<file path="src/rtl/bank_access_ctrl.sv">
// Bank access controller: runs write/read bursts against a 4-bank synchronous line memory.
// Optional feature macro BANK_ACCESS_CTRL_BOUNDARY_CHECK_EN rejects bursts that would run past the top address.
module bank_access_ctrl #(
  parameter int unsigned ADDR_W = 11,
  parameter int unsigned DATA_W = 64,
  parameter int unsigned LEN_W  = 3
) (
  input  logic              CLK,
  input  logic              RSTn,
  input  logic              req_valid,
  output logic              req_ready,
  input  logic              req_write,
  input  logic [1:0]        req_bank,
  input  logic [ADDR_W-1:0] req_addr,
  input  logic [LEN_W-1:0]  req_len,
  input  logic [DATA_W-1:0] wr_data,
  input  logic              wr_valid,
  output logic              wr_ready,
  output logic [DATA_W-1:0] rd_data,
  output logic              rd_valid,
  input  logic              rd_ready,
  output logic              done,
  output logic              err,
  output logic [1:0]        Sel_Mem,
  output logic              Eneable,
  output logic [ADDR_W-1:0] Address,
  output logic [DATA_W-1:0] Data,
  output logic              WriteEneable,
  input  logic [DATA_W-1:0] LineData
);

  localparam int unsigned EXT_W = ADDR_W + 1;

  typedef enum logic [2:0] {
    S_IDLE, S_WR, S_RD_ISSUE, S_RD_CAP, S_RD_HOLD, S_DONE, S_ERR
  } state_t;

  state_t            state_q, state_d;
  logic [1:0]        bank_d;
  logic [ADDR_W-1:0] addr_d;
  logic [LEN_W-1:0]  beat_q, beat_d;
  logic [LEN_W-1:0]  len_q, len_d;
  logic              over_c;

  // A burst is out of range when its last address carries past the top of the bank.
`ifdef BANK_ACCESS_CTRL_BOUNDARY_CHECK_EN
  logic [ADDR_W:0] end_addr;
  assign end_addr = EXT_W'(req_addr) + EXT_W'(req_len);
  assign over_c   = end_addr[ADDR_W];
`else
  assign over_c   = 1'b0;
`endif

  always_ff @(posedge CLK or negedge RSTn) begin
    if (!RSTn) begin
      state_q   <= S_IDLE;
      Sel_Mem   <= '0;
      Address   <= '0;
      beat_q    <= '0;
      len_q     <= '0;
      rd_data   <= '0;
      rd_valid  <= 1'b0;
      done      <= 1'b0;
      req_ready <= 1'b0;
      wr_ready  <= 1'b0;
    end else begin
      state_q   <= state_d;
      Sel_Mem   <= bank_d;
      Address   <= addr_d;
      beat_q    <= beat_d;
      len_q     <= len_d;
      if (state_q == S_RD_CAP) rd_data <= LineData;
      rd_valid  <= (state_d == S_RD_HOLD);
      done      <= (state_d == S_DONE) || (state_d == S_ERR);
      req_ready <= (state_d == S_IDLE);
      wr_ready  <= (state_d == S_WR);
    end
  end

`ifdef BANK_ACCESS_CTRL_BOUNDARY_CHECK_EN
  always_ff @(posedge CLK or negedge RSTn) begin
    if (!RSTn) err <= 1'b0;
    else       err <= (state_d == S_ERR);
  end
`else
  assign err = 1'b0;
`endif

  // Next state, latched burst context and the bank strobes (strobes follow wr_valid in the same cycle).
  always_comb begin
    state_d      = state_q;
    bank_d       = Sel_Mem;
    addr_d       = Address;
    beat_d       = beat_q;
    len_d        = len_q;
    Eneable      = 1'b0;
    WriteEneable = 1'b1;
    Data         = '0;
    case (state_q)
      S_IDLE: begin
        if (req_valid && req_ready) begin
          bank_d  = req_bank;
          addr_d  = req_addr;
          len_d   = req_len;
          beat_d  = '0;
          state_d = over_c ? S_ERR : (req_write ? S_WR : S_RD_ISSUE);
        end
      end
      S_WR: begin
        if (wr_valid) begin
          Eneable      = 1'b1;
          WriteEneable = 1'b0;
          Data         = wr_data;
          addr_d       = Address + ADDR_W'(1);
          beat_d       = beat_q + LEN_W'(1);
          if (beat_q == len_q) state_d = S_DONE;
        end
      end
      S_RD_ISSUE: begin
        Eneable = 1'b1;
        state_d = S_RD_CAP;
      end
      S_RD_CAP: state_d = S_RD_HOLD;
      S_RD_HOLD: begin
        if (rd_ready) begin
          if (beat_q == len_q) begin
            state_d = S_DONE;
          end else begin
            addr_d  = Address + ADDR_W'(1);
            beat_d  = beat_q + LEN_W'(1);
            state_d = S_RD_ISSUE;
          end
        end
      end
      S_DONE:  state_d = S_IDLE;
      S_ERR:   state_d = S_IDLE;
      default: state_d = S_IDLE;
    endcase
  end

endmodule

</file>
<file path="config.mk">
export PLATFORM = sky130hd
export DESIGN_NAME = bank_access_ctrl
export DESIGN_NICKNAME = d
export VERILOG_FILES = /design/src/rtl/bank_access_ctrl.sv
export SDC_FILE = /design/constraint.sdc
export NUM_CORES = 1
export LEC_CHECK = 0
export CAP_MARGIN = 15
export CORE_AREA = 2 2 117 119
export DETAILED_ROUTE_END_ITERATION = 16
export DIE_AREA = 0 0 119 121
export PLACE_DENSITY = 0.76
export SYNTH_ARGS = -nofsm -noshare
export SYNTH_HDL_FRONTEND = slang
export SYNTH_SLANG_ARGS = --single-unit
</file>
<file path="constraint.sdc">
create_clock -name CLK -period 2 [get_ports CLK]
set_clock_uncertainty 0.1 [all_clocks]
set_input_delay 0.4 -clock CLK [delete_from_list [all_inputs] [get_ports CLK]]
set_output_delay 0.4 -clock CLK [all_outputs]
set_load 0.05 [all_outputs]
</file>
==> flow_summary_export.csv, run 1 <==
group,metric,value,unit
placement,port_buffers,296,
critical_path,critical_path_class,"reg -> out",
drt,wl_met2,8.54,mm
drt,wl_met3,1.27,mm
drt,drt-met1-wl,6.55,mm
yosys,synth_top_cell_by_area,"dfrtp_1",
run_status,violations,"setup timing",
drt,drtIter0Drc,106,
die,die-area,14400,sq um
critical_path,crit_chain,"nor3_4 > buf_6 > buf_12 > buf_12 > and2_4 > buf_12",
layout,diodes,0,
cts,clkLatencyLatePin,0.34,ns
yosys,synth.distinct_cells,50,
placement,dpl.cell_count,833,
drt,wl_per_cell,19.4,um
yosys,synth-edff-count,0,
layout,mostFrequentLayoutCells,"147 x clkdlybuf4s50_1, 87 x dfrtp_1, 70 x buf_12",
critical_path,cp_common_cell,"buf_12",
cts,cts_sinks,90,
timing,tightest_slew,0.527,ns
layout,post-route-util,67.7,%
pwr,total_power,0.0155,W
die,core-area,13100,sq um
critical_path,cp-end-kind,"primary output",
timing,fmax,461,MHz
timing,slew_headroom,65.0,%
die,start_util,33.1,%
layout,layout_commonest_cell,"clkdlybuf4s50_1",
critical_path,cp.arrival,1.67,ns
layout,nNetsFinal,832,
global_routing,overflow,0,
layout,syn_to_final_growth,104,%
yosys,syn-instance-count,362,
timing,setup_viol_count_final,66,
yosys,synth-async-reset-ratio,100,%
timing,slew_viol_final,0,
die,die_h,121,um
flow_run,maxCapViolations,0,
timing,fin_ws,-0.168,ns
drt,routed.top_layer,"met4",
critical_path,slowest_delay,0.45,ns
drt,drt-pass1-iter-count,4,
global_routing,grt_pass1_wl,24.6,mm
drt,ant_nets,0,
pwr,combPwrFrac,67.9,%
pwr,p_int,0.00784,W
die,rows,42,
yosys,syn_area_per_cell,12.0,sq um
cts,cts_buffers,9,
layout,drive_gt1_share,47.0,%
yosys,synth_seq_cells,90,
yosys,seq_area_frac_synth,52.0,%
global_routing,grt_antenna_before_repair,0,
critical_path,critical_path.top_delay_family,"buffers and inverters",
pwr,switchingPower,0.00769,W
layout,stdcell_count,861,
global_routing,grt_max_degree,65,
cts,cts_tree,"done",
timing,min_period_over_period,108,%
pwr,p_seq_share,21.5,%
critical_path,cp-start-kind,"flop",
drt,vias,4134,
critical_path,worstPathMaxFanout,8,
critical_path,slowest_stage,"dfrtp_2",
timing,rsz0062_at_grt,"true",
cts,clk_pin_slew,0.07,ns
pwr,p_leak,3.86,nW
drt,routed_wl,16.7,mm
global_routing,grt_pass1_vias,4246,
die,die_x,119,um
yosys,yosys_warnings,0,
die,ios,298,
yosys,yosysTopAreaCellShare,52.0,%
timing,finalHoldViolations,0,
layout,fill_cells,936,
cts,clock_tree.buffer_depth,2,
yosys,synthFlopType,"dfrtp_1",
pwr,vdd.ir_drop.worst,0.00117,V
cts,h-tree-depth,3,
placement,place_congestion,0.868,
cts,cts_root_buf,"clkbuf_16",
pwr,clockPowerShare,10.6,%
global_routing,grtUsageTotal,22.6,%
yosys,synth.area.top_cells,"dfrtp_1 52%, mux2_2 18%, and2_1 9.4%, buf_2 1.4%, a211oi_1 1.4%",
yosys,synth_nets,514,
run_status,status,"finished, violations left",
timing,fin_crit,2.17,ns
placement,hpwl,12.7,mm
yosys,syn_area,4330,sq um
drt,avgViaCountPerCell,4.80,
drt,drc,0,
pwr,power_density,1750,nW/um^2
min_path,min_path_type,"reg -> reg",
critical_path,critical_path_buf_inv_count,4,
pwr,swShare,49.5,%
critical_path,crit_required,1.50,ns
-- what timing repair did --
action                     CTS  global route
setup buffers                5             2
setup endpoints to repair   97            84
hold buffers                 1             0
resized for setup           75            22
gates cloned                 4             0
hold endpoints to repair    32             0
pin swaps                   32             5
-- registers in the layout, indices dropped and copies added (netlist names) --
name / cells
Sel_Mem: 2
rd_valid: 1
wr_ready: 1
beat_q: 3
req_ready: 1
state_q: 3
rd_data: 64
Address: 11
done: 1
len_q: 3
-- metrics by stage --
step           setup TNS, ns  hold slack [ns]  setup slack, ns  instance area [sq um]
2_1_floorplan              0          0.00441          0.00220                   4420
3_3_place_gp          -20.18            0.284           -0.296                   8240
3_5_place_dp          -23.50            0.297           -0.351                   8240
4_1_cts               -11.05            0.405           -0.188                   8740
5_1_grt               -14.76            0.420           -0.244                   8860
6_report               -9.40            0.401           -0.168                   8860
-- metal layers --
metal | GRT usage (%) | vias up
met5 | 0 | -
met4 | 6.62 | 0
met3 | 7.99 | 18
met2 | 38.8 | 187
met1 | 26.7 | 2006
li1 | - | 1923
-- kinds of logic after synthesis --
kind of cell	count (synthesis)	synth area share (%)
AO/OA/AOI/OAI	52	9.06
flip-flops	90	52.0
XOR/XNOR	4	0.982
multiplexers	72	18.6
AND/OR/NAND/NOR	110	15.5
other	1	0.0865
buffers and inverters	31	3.20
adder cells (fa/ha/maj)	2	0.577
-- worst reg2reg max path, stage by stage (launching register included) --
cell,delay [ns]
dfrtp_1,0.40
nand2_2,0.11
nor3_4,0.05
buf_6,0.13
buf_12,0.13
buf_4,0.13
inv_4,0.05
o31a_4,0.18
buf_6,0.13
nor2_1,0.04
buf_4,0.17
a22o_1,0.20
-- final cells by class --
cell class                      instances  area (sq um)  share of cell area [%]
Sequential cell                        90          2260                    25.5
Timing Repair Buffer                  333          3910                    44.1
Clock inverter                          7          68.8                   0.777
Tap cell                              176           220                    2.48
Inverter                                5          21.3                   0.240
Clock buffer                            9           225                    2.54
Multi-Input combinational cell        241          2160                    24.4
-- synth_stat cells (all sizes together), types with 4 or more instances --
cell type	number
dfrtp	90
mux2	69
and2	65
buf	15
clkbuf	11
o21ai	10
a211oi	8
nand2	8
nand3	7
o31ai	7
nor3	6
a21oi	5
inv	5
a2bb2oi	4
-- path summary, 6_finish.rpt --
path / start / cells after the start / to / slack, ns
setup / recovery: state_q[1]$_DFF_PN0_ / 6 / Data[46] / -0.17
hold / removal: rd_data[14]$_DFFE_PN0N_ / 1 / rd_data[14]$_DFFE_PN0N_ / 0.40
setup reg to reg: state_q[0]$_DFF_PN0_ / 11 / Address[10]$_DFFE_PN0P_ / 0.08
hold reg to reg: rd_data[14]$_DFFE_PN0N_ / 1 / rd_data[14]$_DFFE_PN0N_ / 0.40
max in group asynchronous: RSTn / 3 / rd_data[47]$_DFFE_PN0N_ / 0.68
min in group asynchronous: RSTn / 2 / rd_data[16]$_DFFE_PN0N_ / 0.48
-- power groups by stage --
stage | Combinational (W) | Sequential, W | Clock (W)
after floorplan | 0.00335 | 0.00619 | 0
after global placement | 0.00997 | 0.00330 | 0
after detailed placement | 0.0101 | 0.00337 | 0
after CTS | 0.0103 | 0.00333 | 0.00171
after global routing | 0.0110 | 0.00346 | 0.00178
final | 0.0106 | 0.00334 | 0.00165
(Power assumes the default switching activity.)
==> run 2, diff against run 1 <==
--- a/config.mk
+++ b/config.mk
@@ -6,10 +6,11 @@
 export NUM_CORES = 1
 export LEC_CHECK = 0
 export CAP_MARGIN = 15
-export CORE_AREA = 2 2 117 119
+export CORE_AREA = 2 2 115 117
 export DETAILED_ROUTE_END_ITERATION = 16
-export DIE_AREA = 0 0 119 121
-export PLACE_DENSITY = 0.76
+export DIE_AREA = 0 0 117 119
+export DONT_BUFFER_PORTS = 1
+export SKIP_LAST_GASP = 1
 export SYNTH_ARGS = -nofsm -noshare
 export SYNTH_HDL_FRONTEND = slang
 export SYNTH_SLANG_ARGS = --single-unit
==> run 2 against run 1 <==
Effect of this change: the flow finishes with violations (hold timing, setup timing); final cell count down 31%; largest cell class is now registers; critical path type unchanged; die area down 3.3%; hold slack worse by 0.75 ns; flip-flop and latch count unchanged.
==> flow_summary_export.csv, run 2 (synthesized netlist as in run 1, its figures left out) <==
group,metric,value,unit
die,die_h,119,um
timing,slew_headroom,61.7,%
cts,clk_pin_slew,0.07,ns
global_routing,grtUsageTotal,16.3,%
critical_path,cp.arrival,1.64,ns
timing,setup_viol_count_final,65,
global_routing,grt_pass1_wl,17.1,mm
global_routing,overflow,0,
global_routing,grt_antenna_before_repair,0,
layout,largest_registers,"rd_data: 64 flops, Address: 11 flops",
timing,rsz0062_at_grt,"true",
critical_path,r2r_setup_slack,0.05,ns
drt,drt-pass1-iter-count,4,
timing,whs,-0.351,ns
cts,clkLatencyLatePin,0.34,ns
drt,drc,0,
drt,vias,3104,
drt,ant_nets,0,
drt,avgViaCountPerCell,5.23,
critical_path,crit_chain,"nand2_2 > nor3_4 > buf_6 > buf_16 > and2_4 > buf_12",
global_routing,met3_usage,6.06,%
critical_path,critical_path_class,"reg -> out",
die,die_x,117,um
placement,hpwl,8.94,mm
critical_path,slowest_delay,0.36,ns
run_status,status,"finished, violations left",
timing,tightest_slew,0.575,ns
cts,h-tree-depth,3,
global_routing,grtUsageMet2,24.9,%
critical_path,cp-start-kind,"flop",
global_routing,grt_busiest_layer,"met2",
layout,drive_gt1_share,56.4,%
cts,clock_tree.buffer_depth,2,
global_routing,gr-usage-met1,21.3,%
layout,mostFrequentLayoutCells,"87 x dfrtp_1, 69 x mux2_2, 63 x and2_4",
placement,place_congestion,0.854,
critical_path,cp-end-kind,"primary output",
critical_path,rr_startpoint,"state_q[0]$_DFF_PN0_",
critical_path,slowest_stage,"dfrtp_1",
critical_path,startpoint,"state_q[0]$_DFF_PN0_",
layout,largest_reg_flops,64,
drt,wl_per_cell,21.0,um
die,rows,42,
die,start_util,33.7,%
timing,finalHoldViolations,90,
global_routing,grt_max_degree,91,
critical_path,critical_path.top_delay_family,"simple AND/OR/NAND/NOR gates",
drt,routed_wl,12.5,mm
layout,layout_commonest_cell,"dfrtp_1",
critical_path,timing.rr.end,"beat_q[2]$_DFFE_PN0P_",
cts,cts_sinks,90,
cts,cts_root_buf,"clkbuf_16",
cts,cts_buffers,9,
layout,nNetsFinal,564,
timing,fin_crit,2.14,ns
run_status,violations,"hold timing, setup timing",
cts,cts_tree,"done",
critical_path,worstPathMaxFanout,16,
drt,drtIter0Drc,167,
layout,max_flop_register,"rd_data",
layout,diodes,0,
die,core-area,12900,sq um
flow_run,maxCapViolations,0,
timing,slew_viol_final,0,
die,die-area,13900,sq um
layout,syn_to_final_growth,33.5,%
timing,fmax,468,MHz
global_routing,grt_pass1_vias,3050,
critical_path,crit_required,1.50,ns
placement,post-place-ws,-0.162,ns
timing,min_period_over_period,107,%
critical_path,critical_path_buf_inv_count,3,
timing,fin_ws,-0.136,ns
placement,port_buffers,0,
critical_path,worst-r2r-cell-count,8,
die,ios,298,
min_path,min_path_type,"in -> async",
==> run 2: layer usage <==
layer | vias to the layer above | routed length (um) | part of all wire (%)
met1 | 1538 | 5280 | 42
met4 | 0 | 186 | 1.5
li1 | 1382 | - | -
met3 | 14 | 1200 | 9.7
met2 | 170 | 5780 | 46
met5 | - | 0 | 0
==> run 2: timing repair <==
| item | in CTS | in global routing |
|---|---|---|
| cloned | 3 | 4 |
| hold endpoints to repair | 90 | 90 |
| setup buffers | 7 | 3 |
| pin swaps | 47 | 18 |
| gates resized for setup | 67 | 25 |
| endpoints found under the setup margin | 78 | 76 |
==> run 2: how the worst max path moves through the flow <==
stage | to | slack, ns | cells after the start
after floorplan | Eneable | 0.002 | 4
after global placement | beat_q[1]$_DFFE_PN0P_ | -0.13 | 4
after detailed placement | beat_q[1]$_DFFE_PN0P_ | -0.16 | 4
after CTS | Data[62] | -0.16 | 6
after global routing | Data[54] | -0.21 | 6
final | Data[54] | -0.14 | 6
==> run 2: layout make-up <==
class                           count  area, sq um
Clock buffer                        9          225
Clock inverter                      7         81.3
Fill cell                        1165         7090
Inverter                            5         23.8
Multi-Input combinational cell    241         2170
Sequential cell                    90         2260
Tap cell                          176          220
Timing Repair Buffer               65          812
==> run 2: worst register-to-register path: stages, from the launching register on <==
cell     delay (ns)
dfrtp_1        0.36
nand2_2        0.09
nor3_4         0.23
buf_6          0.19
buf_6          0.12
inv_4          0.03
o31a_4         0.14
or2_4          0.29
o41ai_2        0.29
==> run 2: per-stage QoR <==
stage | std cells | setup TNS [ns] | cell area, sq um | hold WS [ns] | util [%]
finish | 593 | -6.22 | 5790 | -0.351 | 44.9
detailed placement | 561 | -1.56 | 5060 | 0.00625 | 39.3
CTS | 587 | -5.84 | 5600 | -0.373 | 43.5
global route | 593 | -10.67 | 5790 | -0.383 | 44.9
global placement | 561 | -1.00 | 5060 | 0.00645 | 39.3
floorplan | 362 | 0 | 4420 | 0.00441 | -
Power of run 2 is not shown: default switching activity piles up to over one toggle a cycle in this logic, so the estimate is an artifact.
==> run 3, diff against run 2 <==
--- a/config.mk
+++ b/config.mk
@@ -6,10 +6,14 @@
 export NUM_CORES = 1
 export LEC_CHECK = 0
 export CAP_MARGIN = 15
-export CORE_AREA = 2 2 115 117
+export CELL_PAD_IN_SITES_DETAIL_PLACEMENT = 1
+export CELL_PAD_IN_SITES_GLOBAL_PLACEMENT = 1
+export CORE_AREA = 2 2 116 118
 export DETAILED_ROUTE_END_ITERATION = 16
-export DIE_AREA = 0 0 117 119
+export DIE_AREA = 0 0 118 120
 export DONT_BUFFER_PORTS = 1
+export PLACE_DENSITY_LB_ADDON = 0.1
+export SETUP_SLACK_MARGIN = 0.4
 export SKIP_LAST_GASP = 1
 export SYNTH_ARGS = -nofsm -noshare
 export SYNTH_HDL_FRONTEND = slang
==> run 3 against run 2 <==
Effect of this change: setup slack better by 0.070 ns; hold slack worse by 0.0040 ns; global-route usage is 3.5 points higher; highest routed layer unchanged; flip-flop and latch count stayed put; die area is 1.7% higher; sequential share of layout area is 0.23 points higher; via count is 0.39% higher; critical path depth is 2 lower; the run still ends with hold timing, setup timing left; first-iteration DRC count is 42% lower; final cell count is 2.4% lower; register-to-register slack hardly changed.
==> flow_summary_export.csv, run 3 (synthesized netlist as in run 1, its figures left out) <==
group,metric,value,unit
critical_path,rr_startpoint,"state_q[2]$_DFF_PN0_",
timing,finalHoldViolations,90,
cts,cts_root_buf,"clkbuf_16",
layout,drive_gt1_share,62.2,%
die,die_h,120,um
layout,max_flop_register,"rd_data",
cts,clock_tree.buffer_depth,2,
drt,avgViaCountPerCell,5.38,
critical_path,cp-start-kind,"flop",
die,core-area,13000,sq um
timing,slew_headroom,63.6,%
critical_path,slowest_stage,"dfrtp_2",
global_routing,grtUsageTotal,19.8,%
die,die-area,14200,sq um
layout,post-route-util,44.5,%
timing,fin_crit,2.07,ns
global_routing,grt_pass1_vias,3251,
cts,cts_tree,"done",
global_routing,grt_max_degree,91,
drt,routed_wl,14.9,mm
layout,nNetsFinal,550,
critical_path,cp.arrival,1.57,ns
layout,syn_to_final_growth,33.4,%
die,rows,42,
placement,place_congestion,0.787,
drt,ant_nets,0,
global_routing,overflow,0,
flow_run,maxCapViolations,0,
drt,drtIter0Drc,97,
critical_path,worst-r2r-cell-count,8,
die,die_x,118,um
critical_path,timing.rr.end,"beat_q[2]$_DFFE_PN0P_",
layout,layout_commonest_cell,"dfrtp_1",
drt,vias,3116,
drt,drc,0,
cts,clk_pin_slew,0.07,ns
critical_path,critical_path_class,"reg -> out",
critical_path,cp-end-kind,"primary output",
global_routing,grt_antenna_before_repair,1,
run_status,violations,"hold timing, setup timing",
critical_path,crit_required,1.50,ns
min_path,min_path_type,"in -> async",
critical_path,crit_chain,"nor3_4 > buf_6 > clkbuf_16 > and2_4",
critical_path,worstPathMaxFanout,8,
global_routing,grtUsageMet2,34.8,%
cts,cts_sinks,90,
placement,hpwl,10.8,mm
drt,drt-pass1-iter-count,4,
die,ios,298,
global_routing,met3_usage,7.51,%
critical_path,slowest_delay,0.44,ns
timing,rsz0062_at_grt,"true",
timing,whs,-0.355,ns
drt,wl_per_cell,25.8,um
layout,largest_registers,"rd_data: 64 flops, Address: 11 flops",
timing,fmax,484,MHz
placement,dpl.cell_count,542,
critical_path,r2r_setup_slack,0.06,ns
global_routing,grt_pass1_wl,20.8,mm
timing,min_period_over_period,103,%
die,start_util,33.4,%
timing,tightest_slew,0.546,ns
placement,port_buffers,0,
timing,tns,-3.43,ns
run_status,status,"finished, violations left",
cts,h-tree-depth,3,
cts,clkLatencyLatePin,0.34,ns
layout,stdcell_count,579,
global_routing,grt_busiest_layer,"met2",
layout,mostFrequentLayoutCells,"78 x dfrtp_1, 69 x mux2_2, 65 x and2_4",
timing,slew_viol_final,0,
layout,largest_reg_flops,64,
timing,setup_viol_count_final,66,
timing,fin_ws,-0.0663,ns
cts,cts_buffers,9,
global_routing,gr-usage-met1,22.2,%
critical_path,startpoint,"state_q[2]$_DFF_PN0_",
## run 3: cell types whose count changed in the layout (fill, tap and decap cells not counted), moves of 4 or more
cell      change
a211oi_1      -5
a211oi_2      +4
buf_12       -10
buf_4        -10
buf_6         +5
dfrtp_1       -9
dfrtp_2       +9
o21ai_2       +4
## run 3: layout make-up
cell class / instances / area [sq um]
Tap cell: 176 / 220
Sequential cell: 90 / 2270
Clock inverter: 6 / 91.3
Antenna cell: 1 / 2.50
Inverter: 5 / 23.8
Multi-Input combinational cell: 241 / 2350
Clock buffer: 9 / 225
Fill cell: 1330 / 7200
Timing Repair Buffer: 51 / 606
## run 3: timing repair
item / in CTS / in global routing
pin swaps: 8 / 17
hold endpoints to repair: 90 / 90
gates resized for setup: 35 / 36
gates cloned: 2 / 5
setup buffers: 9 / 5
setup endpoints to repair: 152 / 154
## run 3: worst max-delay path, delay by kind of cell, from the launching register on
family	cells	cell delay (ns)
flops	1	0.44
buf+inv	2	0.33
simple gates	2	0.46
## run 3: worst max path at each step
stage                    end  cells past startpoint  slack [ns]
floorplan            Eneable                      4         0.1
global placement    Data[51]                      4        0.07
detailed placement  Data[51]                      4        0.03
CTS                 Data[47]                      4       -0.07
global route         Eneable                      5       -0.13
finish              Data[39]                      4       -0.07
## run 3: through the flow
step | setup WS, ns | instance area [sq um] | hold WS, ns
floorplan | 0.0955 | 4640 | 0.00441
global placement | 0.0714 | 4910 | 0.00615
detailed placement | 0.0321 | 4910 | 0.00610
CTS | -0.0745 | 5480 | -0.364
global route | -0.128 | 5780 | -0.375
finish | -0.0663 | 5780 | -0.355
## run 3: metal layers
| layer | vias to the layer above | wire length [um] |
|---|---|---|
| met5 | - | 0 |
| met1 | 1561 | 5430 |
| met4 | 0 | 305 |
| met3 | 13 | 1330 |
| met2 | 193 | 7850 |
| li1 | 1349 | - |
Power of run 3 is left out for the same reason.
==> RTL edit (flow settings as in run 3) <==
Re-encode `state_t` (7 states) as Gray code, 3 bits wide.
--- a/src/rtl/bank_access_ctrl.sv
+++ b/src/rtl/bank_access_ctrl.sv
@@ -32,7 +32,7 @@
   localparam int unsigned EXT_W = ADDR_W + 1;
 
   typedef enum logic [2:0] {
-    S_IDLE, S_WR, S_RD_ISSUE, S_RD_CAP, S_RD_HOLD, S_DONE, S_ERR
+    S_IDLE = 3'b000, S_WR = 3'b001, S_RD_ISSUE = 3'b011, S_RD_CAP = 3'b010, S_RD_HOLD = 3'b110, S_DONE = 3'b111, S_ERR = 3'b101
   } state_t;
 
   state_t            state_q, state_d;
Formal check against the unedited RTL: no difference found for any inputs over 10 cycles, from zero or initial values and one cycle with RSTn low; not proved beyond that.
==> RTL edit against run 3 <==
Register-to-register slack got worse by 0.10 ns. Count of clock-buffer cells in the layout rose by 1. Synthesized area is 0.81% lower. Synthesized cell count is 2.5% lower. Maximum frequency rose by 0.33%. The flow still finishes with violations (negative hold slack, negative setup slack). Cell area up 7.0%. First-iteration DRC count shrank 12%. Wire length is 4.7% lower. Critical endpoint is now Data[26]. Setup slack better by 0.0069 ns. Sequential cell count stayed put.
==> RTL edit: results <==
[synth]
yosysWarnings = 0
synth_cell_types = 52
synth_commonest_cells = "sky130_fd_sc_hd__dfrtp_1, sky130_fd_sc_hd__mux2_2, sky130_fd_sc_hd__and2_1"
synthMuxAreaShare_pct = 19.0
synthArstFlopShare_pct = 100
synth_edf_count = 0
synth_fa_ha_area_share_pct = 0.582
synth.net_count = 505
synth_area_leaders = "sky130_fd_sc_hd__dfrtp_1, sky130_fd_sc_hd__mux2_2, sky130_fd_sc_hd__and2_1"
synth_compound_area_share_pct = 8.00
seq_total_area_yosys_pct = 52.4
synth_xor_xnor_area_share_pct = 0.611

[routing]
detailedRoute.firstPassIterationCount = 4
drt_iter0_markers = 85
vias_per_cell = 5.27
routedWlPerCell_um = 24.1

[power]
power_leakage_nw = 2.75
int_power_mw = 6.74
irDropWorstVdd_mv = 1.03

[critical_path]
cpLargestDelayFamily = "flip-flops"
worst-path-max-fanout = 8
slowest_delay_ns = 0.43
regToRegEndpoint = "Address[8]"
reg2reg_depth = 7
setup.worst_path.start_class = "flip-flop"
r2r_slack_ns = -0.04
rr_startpoint = "state_q[0]"
crit_slowest_cell = "sky130_fd_sc_hd__dfrtp_2"

[clocking]
cts_buffer_depth = 2
ctsRootBufferMaster = "sky130_fd_sc_hd__clkbuf_16"
clk_pin_slew_worst_paths_ns = 0.07
clk_latency_ns = 0.34
cts_max_level = 3
numCtsBuffers = 9

[place]
placement.io_buffers = 0
dp_hpwl_um = 8830
globalplace.congestion = 0.738
dpl_cell_area_um2 = 4840

[finish]
largestRegisters = "rd_data (64), Address (11)"
diode_insertion_count_for_antenna_repair = 0
finish.net_count = 561
drive_gt1_share_pct = 64.0

[floorplanning]
die_width_um = 118

[sta]
worst_pin_slew_ns = 0.555
finalSetupTns_ns = -3.29
hold_slack_ns = -0.353
post-route-worst-setup-slack_ns = -0.0595
finalHoldViolations = 90
setup_viol = 75

[global_route]
grt_antenna_before_repair = 2
grt.total_usage_pct = 18.2
first_pass_grt_wire_length_um = 19900
number_of_global_route_vias_before_repair = 3350
pin_count_of_the_biggest_net_entering_global_routing = 91

[status]
violations_in_the_final_reports = "negative hold slack, negative setup slack"
status = "finished, violations left"

[min_path]
min_path_type = "in2async"
-- RTL edit: logic make-up (layout without fill, tap and decap cells) --
family | after synthesis | in the layout
muxes | 73 | 73
DFF | 90 | 90
and+or+nand+nor | 111 | 111
adders and majority gates | 2 | 2
AOI/OAI and AO/OA | 43 | 44
other | 1 | 1
xor gates and xnor gates | 3 | 3
buffers and inverters | 30 | 90
-- RTL edit: final cells by class --
cell class	instances	area (um2)
Fill cell	1300	6790
Multi-Input combinational cell	234	2490
Sequential cell	90	2260
Timing Repair Buffer	70	912
Clock buffer	10	229
Tap cell	176	220
Clock inverter	6	48.8
Inverter	4	18.8
-- RTL edit: metal layers --
metal / wire (um) / GRT usage (%) / vias up / share of wire (%)
met4: 138 / 4.67 / 0 / 0.97
met5: 0 / 0 / - / 0
li1: - / - / 1341 / -
met3: 1220 / 7.65 / 11 / 8.6
met1: 4840 / 18.7 / 1595 / 34
met2: 8020 / 34.2 / 165 / 56
-- RTL edit: metrics by stage --
step                      setup WS [ns]  cells
after floorplan                   0.240    353
after global placement         -0.00577    530
after detailed placement         0.0296    530
after CTS                       -0.0742    571
after global routing             -0.123    590
final                           -0.0595    590
-- RTL edit: power by group through the flow --
stage          Clock (mW)  Sequential, mW  Combinational [mW]
2_1_floorplan           0            6.21                2.85
3_3_place_gp            0            6.08                3.70
3_5_place_dp            0            6.07                3.78
4_1_cts              1.65            6.02                4.82
5_1_grt              1.71            6.16                6.16
6_report             1.60            6.04                5.82
-- RTL edit: worst max-delay path by stage --
stage / start / end / slack, ns / cells after the start
5_1_grt: state_q[2] / Data[25] / -0.12 / 4
3_5_place_dp: state_q[1] / rd_data[55] / 0.03 / 4
3_3_place_gp: state_q[1] / rd_data[47] / -0.006 / 4
4_1_cts: state_q[2] / Data[62] / -0.07 / 4
6_report: state_q[2] / Data[26] / -0.06 / 4
2_1_floorplan: state_q[0] / Data[10] / 0.24 / 5
-- RTL edit: repair_timing --
item                                    in CTS  in global routing
endpoints found under the setup margin     151                151
gates resized for setup                     35                 95
buffers inserted                            15                 15
gates cloned                                10                  4
pin swaps                                   13                 23
hold endpoints to repair                    90                 90
